===== config.mk =====
export PLATFORM = sky130hd
export DESIGN_NAME = uart_rx_core
export DESIGN_NICKNAME = d
export VERILOG_FILES = /design/src/rtl/uart_pkg.sv /design/src/rtl/sync_2ff.sv /design/src/rtl/uart_rx_core.sv
export SDC_FILE = /design/constraint.sdc
export NUM_CORES = 1
export LEC_CHECK = 0
export ABC_AREA = 1
export BUFFER_PORTS_ARGS = -buffer_cell sky130_fd_sc_hd__buf_2
export CORE_MARGIN = 1
export CORE_UTILIZATION = 42
export DETAILED_ROUTE_END_ITERATION = 16
export GPL_TIMING_DRIVEN = 1
export SLEW_MARGIN = 25
export SYNTH_ARGS = -nofsm -noshare
export SYNTH_HDL_FRONTEND = slang
export SYNTH_SLANG_ARGS = --single-unit
export TNS_END_PERCENT = 30

===== constraint.sdc =====
create_clock -name clk50mhz -period 3.9 [get_ports clk50mhz]
set_input_delay 0.975 -clock clk50mhz [delete_from_list [all_inputs] [get_ports clk50mhz]]
set_output_delay 0.975 -clock clk50mhz [all_outputs]
set_load 0.03 [all_outputs]

===== src/rtl/uart_pkg.sv =====
// Shared UART definitions: receiver/transmitter FSM states, frame size and baud divider helper.
package uart_pkg;

  localparam int unsigned DATA_BITS = 8;

  typedef enum logic [2:0] {
    StIdle,
    StStart,
    StData,
    StStop,
    StBreak
  } uart_state_e;

  function automatic int unsigned calc_div(input int unsigned clk, input int unsigned baud);
    return clk / baud;
  endfunction

endpackage


===== src/rtl/sync_2ff.sv =====
// Two-flop synchroniser for a single asynchronous input, with configurable reset value.
module sync_2ff #(
  parameter logic ResetVal = 1'b1
) (
  input  logic clk_i,
  input  logic rst_ni,
  input  logic d_i,
  output logic q_o
);

  logic meta_q;
  logic sync_q;

  always_ff @(posedge clk_i or negedge rst_ni) begin
    if (!rst_ni) begin
      meta_q <= ResetVal;
      sync_q <= ResetVal;
    end else begin
      meta_q <= d_i;
      sync_q <= meta_q;
    end
  end

  assign q_o = sync_q;

endmodule


===== src/rtl/uart_rx_core.sv =====
// 8N1 UART receiver: mid-bit sampling, single-entry holding register with valid/ready,
// frame-error pulse and sticky overrun.
module uart_rx_core
  import uart_pkg::*;
#(
  parameter int unsigned CLK_FREQ = 50000000,
  parameter int unsigned BAUD     = 115200,
  parameter int unsigned DIV      = calc_div(CLK_FREQ, BAUD)
) (
  input  logic       clk50mhz,
  input  logic       sys_rst_n,
  input  logic       rxd_in,
  output logic [7:0] rx_data,
  output logic       rx_valid,
  input  logic       rx_ready,
  output logic       rx_frame_err,
  output logic       rx_overrun,
  input  logic       clr_err,
  output logic       rx_busy
);

  localparam int unsigned CntW = $clog2(DIV);
  localparam int unsigned IdxW = $clog2(DATA_BITS);
  localparam logic [CntW-1:0] HalfLoad = CntW'(DIV / 2 - 1);
  localparam logic [CntW-1:0] FullLoad = CntW'(DIV - 1);
  localparam logic [IdxW-1:0] LastIdx  = IdxW'(DATA_BITS - 1);

  logic rxd_s;
  logic rxd_h_q;

  uart_state_e          state_q, state_d;
  logic [CntW-1:0]      cnt_q, cnt_d;
  logic [IdxW-1:0]      idx_q, idx_d;
  logic [DATA_BITS-1:0] shift_q, shift_d;
  logic                 deliver;
  logic                 ferr_d, ferr_q;
  logic [7:0]           data_q, data_d;
  logic                 valid_q, valid_d;
  logic                 ovr_q, ovr_d;
  logic                 tick;

  sync_2ff #(
    .ResetVal (1'b1)
  ) u_sync (
    .clk_i  (clk50mhz),
    .rst_ni (sys_rst_n),
    .d_i    (rxd_in),
    .q_o    (rxd_s)
  );

  assign tick = (cnt_q == '0);

  always_comb begin
    state_d = state_q;
    cnt_d   = cnt_q;
    idx_d   = idx_q;
    shift_d = shift_q;
    deliver = 1'b0;
    ferr_d  = 1'b0;
    unique case (state_q)
      StIdle: begin
        if (!rxd_s && rxd_h_q) begin
          state_d = StStart;
          cnt_d   = HalfLoad;
        end
      end
      StStart: begin
        if (tick) begin
          cnt_d = FullLoad;
          if (rxd_s) begin
            state_d = StIdle;
          end else begin
            state_d = StData;
            idx_d   = '0;
          end
        end else begin
          cnt_d = cnt_q - 1'b1;
        end
      end
      StData: begin
        if (tick) begin
          shift_d[idx_q] = rxd_s;
          cnt_d          = FullLoad;
          idx_d          = idx_q + 1'b1;
          if (idx_q == LastIdx) begin
            state_d = StStop;
          end
        end else begin
          cnt_d = cnt_q - 1'b1;
        end
      end
      StStop: begin
        if (tick) begin
          cnt_d = FullLoad;
          if (rxd_s) begin
            deliver = 1'b1;
            state_d = StIdle;
          end else begin
            ferr_d  = 1'b1;
            state_d = StBreak;
          end
        end else begin
          cnt_d = cnt_q - 1'b1;
        end
      end
      StBreak: begin
        // Held-low line must return high before another start bit can be seen.
        if (rxd_s) begin
          state_d = StIdle;
        end
      end
      default: state_d = StIdle;
    endcase
  end

  always_comb begin
    data_d  = data_q;
    valid_d = valid_q;
    ovr_d   = ovr_q;
    if (clr_err) begin
      ovr_d = 1'b0;
    end
    if (deliver) begin
      if (!valid_q || rx_ready) begin
        data_d  = shift_q;
        valid_d = 1'b1;
      end else begin
        ovr_d = 1'b1;
      end
    end else if (valid_q && rx_ready) begin
      valid_d = 1'b0;
    end
  end

  always_ff @(posedge clk50mhz or negedge sys_rst_n) begin
    if (!sys_rst_n) begin
      rxd_h_q <= 1'b1;
      state_q <= StIdle;
      cnt_q   <= '0;
      idx_q   <= '0;
      shift_q <= '0;
      ferr_q  <= 1'b0;
      data_q  <= '0;
      valid_q <= 1'b0;
      ovr_q   <= 1'b0;
    end else begin
      rxd_h_q <= rxd_s;
      state_q <= state_d;
      cnt_q   <= cnt_d;
      idx_q   <= idx_d;
      shift_q <= shift_d;
      ferr_q  <= ferr_d;
      data_q  <= data_d;
      valid_q <= valid_d;
      ovr_q   <= ovr_d;
    end
  end

  assign rx_data      = data_q;
  assign rx_valid     = valid_q;
  assign rx_frame_err = ferr_q;
  assign rx_overrun   = ovr_q;
  assign rx_busy      = (state_q != StIdle);

endmodule


==> qor.yml, run 1 <==
status: "complete, no violations"
worstMarginPinSlew_ns: 0.821
area_growth_pct: 13.6
finalHoldViolCount: 0
die_h_um: 67.5
fmax_mhz: 465
cts_hold_buf: 0
yosysMostFrequentCell: "nand2_1"
power_leakage_nw: 1.11
finalCriticalPeriod_ns: 2.15
avgSynthCellArea_um2: 8.54
yosys-top-cells-count: "64 x nand2_1, 34 x dfrtp_1, 26 x nand3_1"
maxCapViolations: 0
routedWlPerCell_um: 12.0
cp_data_arrival_time_ns: 1.17
period_share_pct: 55.1
worst_ir_drop_vdd_uv: 276
holdCritPathClass: "reg -> reg"
wl_um: 3370
crit_type: "reg -> out"
clk_pin_slew_ns: 0.08
cts_resized: 0
synth.area.top_cells: "dfrtp_1 47%, nand2_1 13%, nand3_1 7.2%"
drtPass1Iterations: 4
synth_nets: 219
placementRows: 23
dp.final_hpwl_um: 2330
track_usage_pct: 17.8
dpl_cell_area_um2: 1910
clock_sinks: 37
dp_worst_setup_slack_ns: 2.05
cts_setup_buffers: 0
cts_buffer_depth: 2
utilization_pct: 50.4
drc: 0
rsz0062_at_grt: "no"
postSynth.asyncResetShare_pct: 100
antenna_found_initial: 0
pwr-share-comb_pct: 23.8
grt-ovfl-total: 0
die_area_um2: 4560
yosysWarnings: 0
p_sw_mw: 0.370
drive_above_1_share_pct: 16.5
pwr-share-seq_pct: 41.7
yosysUniqueCellTypes: 29
end_kind: "primary output"
cts_tree: "built"
die_w_um: 67.5
num_io_pins: 17
vias: 1386
fin_ws_ns: 1.75
start_util_pct: 44.4
final-setup-viol-count: 0
drtIter0Drc: 105
critPathMaxFanout: 6
synth_seq_cells: 37
numCtsBuffers: 5
fin_worst_skew_ns: 0.00383
synth_area_um2: 1800
synth_top_cell_area_share_pct: 47.2
slew_headroom_pct: 45.2
io_buffers: 16
fp.coreArea_um2: 4060
ys.flop_type: "dfrtp_1"
diodes: 0
clockRootBuffer: "clkbuf_8"
fin_tns_setup_ns: 0
vias_per_cell: 4.93
globalplace.congestion: 0.772
grt_max_degree: 38
ys_seq_area_share_pct: 51.6
nets: 238
slew_viol_final: 0
clock_latency_ns: 0.29
switching_share_pct: 31.9
power.internal_mw: 0.790
power_density_nw_per_um2: 567
postRouteAntennaNets: 0
required_ns: 2.92
grt_pass1_vias: 1321
cts-htree-levels: 2
synthCells: 211
cp-start-kind: "flop"
grt_pass1_wl_um: 5930
synth_edf_count: 0
final_area_um2: 2050
power.share.clock_pct: 34.4
synth_top_cell_by_area: "dfrtp_1"
through the flow:
stage | std cells | hold WS (ns) | power (mW)
finish | 281 | 0.362 | 1.16
detailed placement | 273 | 0.349 | 0.770
CTS | 281 | 0.366 | 1.17
floorplan | 211 | 0.345 | 0.706
global placement | 273 | 0.347 | 0.764
global route | 281 | 0.367 | 1.24
per-layer routing:
layer,GRT usage (%),vias to the layer above,share of wire [%]
met1,24.2,635,54
met2,26.1,20,40
li1,-,724,-
met3,4.05,7,2.9
met5,0,-,0
met4,9.57,0,2.3
critical path, stage by stage, from the launching register on:
cell,delay (ns)
dfrtp_1,0.44
nor2_1,0.19
nand2_1,0.07
buf_2,0.18
placed cells by master (no fill, tap or decap), drive strengths merged:
cell | netlist | final
dfrtp | 34 | 34
o22ai | 3 | 3
nor3 | 1 | 1
nand3 | 26 | 26
inv | 20 | 20
o21bai | 1 | 1
nand2 | 67 | 67
a21oi | 6 | 6
bufinv | 0 | 2
ha | 3 | 3
buf | 2 | 16
o21ai | 9 | 9
xnor2 | 1 | 1
nor2 | 19 | 19
nor3b | 1 | 1
xor2 | 1 | 1
clkbuf | 2 | 5
dfstp | 3 | 3
clkinv | 1 | 2
nand4 | 11 | 11
power groups by stage:
stage	clock network (mW)	registers, mW	logic (mW)
floorplan	0	0.480	0.227
global placement	0	0.490	0.273
detailed placement	0	0.491	0.279
CTS	0.407	0.484	0.280
global route	0.423	0.491	0.322
finish	0.399	0.484	0.276
cell families (layout without fill, tap and decap cells):
logic type / Yosys count / in the layout / synth area share [%]
simple gates: 125 / 125 / 33.4
fa+ha+maj: 3 / 3 / 2.08
xor+xnor: 2 / 2 / 0.972
flops: 37 / 37 / 51.6
buf+inv: 25 / 45 / 6.11
compound gates: 19 / 19 / 5.83
sequential cells by signal (all words and copies together) (netlist names):
name	cells
rx_data	8
idx_q	3
rxd_h_q	1
state_q	3
u_sync.meta_q	1
shift_q	8
rx_frame_err	1
rx_valid	1
cnt_q	9
u_sync.q_o	1
rx_overrun	1
final timing paths:
check,startpoint,end,slack (ns),cells past startpoint
worst max-delay path,state_q[2]$_DFFE_PN0P_,rx_busy,1.75,3
worst min-delay path,u_sync.meta_q$_DFF_PN1_,u_sync.q_o$_DFF_PN1_,0.36,0
worst max register to register,cnt_q[0]$_DFFE_PN0P_,shift_q[5]$_DFFE_PN0P_,2.22,9
worst min register to register,u_sync.meta_q$_DFF_PN1_,u_sync.q_o$_DFF_PN1_,0.36,0
max in group asynchronous,sys_rst_n,shift_q[6]$_DFFE_PN0P_,2.61,1
min in group asynchronous,sys_rst_n,state_q[2]$_DFFE_PN0P_,0.76,1
final cells by class:
type	count	area, um^2
Sequential cell	37	930
Clock inverter	3	65.1
Clock buffer	5	68.8
Inverter	21	78.8
Fill cell	387	2010
Multi-Input combinational cell	149	762
Tap cell	50	62.6
Timing Repair Buffer	16	80.1
Note: power is estimated with default switching activity, not from simulation.
==> run 2: changes to the inputs <==
==> constraint.sdc (replaced) <==
create_clock -name clk50mhz -period 2.12 [get_ports clk50mhz]
set_input_delay 0.53 -clock clk50mhz [delete_from_list [all_inputs] [get_ports clk50mhz]]
set_output_delay 0.53 -clock clk50mhz [all_outputs]
set_load 0.03 [all_outputs]
==> qor.yml, run 2 (same netlist as run 1, synthesis figures left out) <==
power_density_nw_per_um2: 1030  # was 567 nW/um^2
register_area_um2: 930  # unchanged
die_h_um: 67.5  # unchanged
vias_per_cell: 4.84  # was 4.93
cts_setup_buffers: 0  # unchanged
final-setup-viol-count: 0  # unchanged
holdCritPathClass: "in -> async"  # was reg -> reg
final_common_cell: "nand2_1"  # unchanged
rsz0062_at_grt: "no"  # unchanged
rr_startpoint: "cnt_q[0]$_DFFE_PN0P_"  # unchanged
cp_data_arrival_time_ns: 1.16  # was 1.17 ns
switching_share_pct: 31.3  # was 31.9%
period_share_pct: 79.9
dp_worst_setup_slack_ns: 0.473  # was 2.05 ns
drtPass1Iterations: 5  # was 4
cts_tree: "built"  # unchanged
grt_pass1_vias: 1269  # was 1321
cts_resized: 0  # unchanged
nets: 240  # was 238
multi_input_comb_area_um2: 762  # unchanged
holdWs_ns: 0.281  # was 0.362 ns
fin_ws_ns: 0.426  # was 1.75 ns
ff2ff_setup_slack_ns: 0.46  # was 2.22 ns
finalCriticalPeriod_ns: 1.69
clockRootBuffer: "clkbuf_8"  # unchanged
postRouteAntennaNets: 0  # unchanged
power.share.clock_pct: 33.8  # was 34.4%
required_ns: 1.59  # was 2.92 ns
fin_worst_skew_ns: 0.00550  # was 0.00383 ns
power_leakage_nw: 1.12  # was 1.11 nW
worstMarginPinSlew_ns: 0.469  # was 0.821 ns
crit_type: "reg -> out"  # unchanged
drive_above_1_share_pct: 17.2  # was 16.5%
fmax_mhz: 590
status: "complete, no violations"  # unchanged
grt_pass1_wl_um: 5910  # was 5930 um
grt-ovfl-total: 0  # unchanged
fp.coreArea_um2: 4060  # unchanged
area_growth_pct: 14.4  # was 13.6%
start_util_pct: 44.4  # unchanged
dp.final_hpwl_um: 2400  # was 2330 um
num_io_pins: 17  # unchanged
cts_hold_buf: 0  # unchanged
grt_max_degree: 38  # unchanged
io_buffers: 16  # unchanged
routedWlPerCell_um: 12.2  # was 12.0 um
critPathMaxFanout: 6  # unchanged
final_cell_mix: "64 x nand2_1, 34 x dfrtp_1, 26 x nand3_1, 19 x inv_1, 16 x buf_2"  # unchanged
drtIter0Drc: 73  # was 105
antenna_found_initial: 0  # unchanged
diodes: 0  # unchanged
globalplace.congestion: 0.743  # was 0.772
clk_pin_slew_ns: 0.08  # about the same
cts_buffer_depth: 2  # unchanged
p_sw_mw: 0.665  # was 0.370 mW
numCtsBuffers: 5  # unchanged
placementRows: 23  # unchanged
vias: 1369  # was 1386
worst_ir_drop_vdd_uv: 396  # was 276 uV
drc: 0  # unchanged
startpoint: "state_q[2]$_DFFE_PN0P_"  # unchanged
clock_sinks: 37  # unchanged
track_usage_pct: 17.6  # was 17.8%
cts-htree-levels: 2  # unchanged
die_area_um2: 4560  # unchanged
wl_um: 3460  # was 3370 um
regMostFlops: "cnt_q"  # unchanged
clock_latency_ns: 0.28  # was 0.29 ns
finalHoldViolCount: 0  # unchanged
largest_reg_flops: 9  # unchanged
r2r_cells: 9  # unchanged
r2r-end: "shift_q[0]$_DFFE_PN0P_"  # was shift_q[5]$_DFFE_PN0P_
fin_tns_setup_ns: 0  # unchanged
slew_headroom_pct: 68.7  # was 45.2%
slew_viol_final: 0  # unchanged
maxCapViolations: 0  # unchanged
end_kind: "primary output"  # unchanged
cp-start-kind: "flop"  # unchanged
die_w_um: 67.5  # unchanged
fillers: 387  # unchanged
power.internal_mw: 1.46  # was 0.790 mW
pwr-share-comb_pct: 24.3  # was 23.8%
p_total_mw: 2.13  # was 1.16 mW
pwr-share-seq_pct: 41.9  # was 41.7%
worst_setup_path_endpoint: "rx_busy"  # unchanged
-- run 2: changes by cell type in the layout (fill, tap and decap cells not counted) --
cell,delta
buf_4,+2
-- run 2: cell type report --
cell class | count | share of cell area (%)
flip-flops and latches | 37 | 45.1
multi-input cells | 149 | 37.0
repair buffers | 18 | 4.61
inverters | 21 | 3.82
clock buffers | 5 | 3.34
clock inverters | 3 | 3.16
well taps | 50 | 3.03
-- run 2: metal layers --
layer / wire length (um) / global-route usage [%] / vias to the layer above / part of all wire, %
met3: 92 / 4.05 / 2 / 2.7
met4: 23 / 6.38 / 0 / 0.67
met5: 0 / 0 / - / 0
met1: 1850 / 25.2 / 620 / 53
met2: 1490 / 25.6 / 18 / 43
li1: - / - / 729 / -
-- run 2: through the flow --
step / util [%] / cells / area, um^2
final: 50.8 / 283 / 2060
after global routing: 50.8 / 283 / 2060
after CTS: 50.8 / 283 / 2060
after detailed placement: 47.5 / 275 / 1930
after global placement: 47.5 / 275 / 1930
after floorplan: - / 211 / 1800
-- run 2: power by group through the flow --
stage / combinational (mW) / clock [mW] / sequential (mW)
2_1_floorplan: 0.417 / 0 / 0.882
3_3_place_gp: 0.517 / 0 / 0.902
3_5_place_dp: 0.519 / 0 / 0.905
4_1_cts: 0.523 / 0.743 / 0.891
5_1_grt: 0.606 / 0.771 / 0.905
6_report: 0.516 / 0.719 / 0.892
-- run 2: how the worst min path moves through the flow --
stage,cells after the start,startpoint,endpoint
CTS,2,sys_rst_n,idx_q[2]$_DFFE_PN0P_
global placement,0,u_sync.meta_q$_DFF_PN1_,u_sync.q_o$_DFF_PN1_
global route,2,sys_rst_n,idx_q[2]$_DFFE_PN0P_
floorplan,0,sys_rst_n,cnt_q[0]$_DFFE_PN0P_
detailed placement,0,u_sync.meta_q$_DFF_PN1_,u_sync.q_o$_DFF_PN1_
finish,2,sys_rst_n,cnt_q[6]$_DFFE_PN0P_
-- run 2: critical path, cell delays in order, from the launching register on --
cell     delay, ns
dfrtp_1       0.44
nor2_1        0.19
nand2_1       0.07
buf_2         0.18
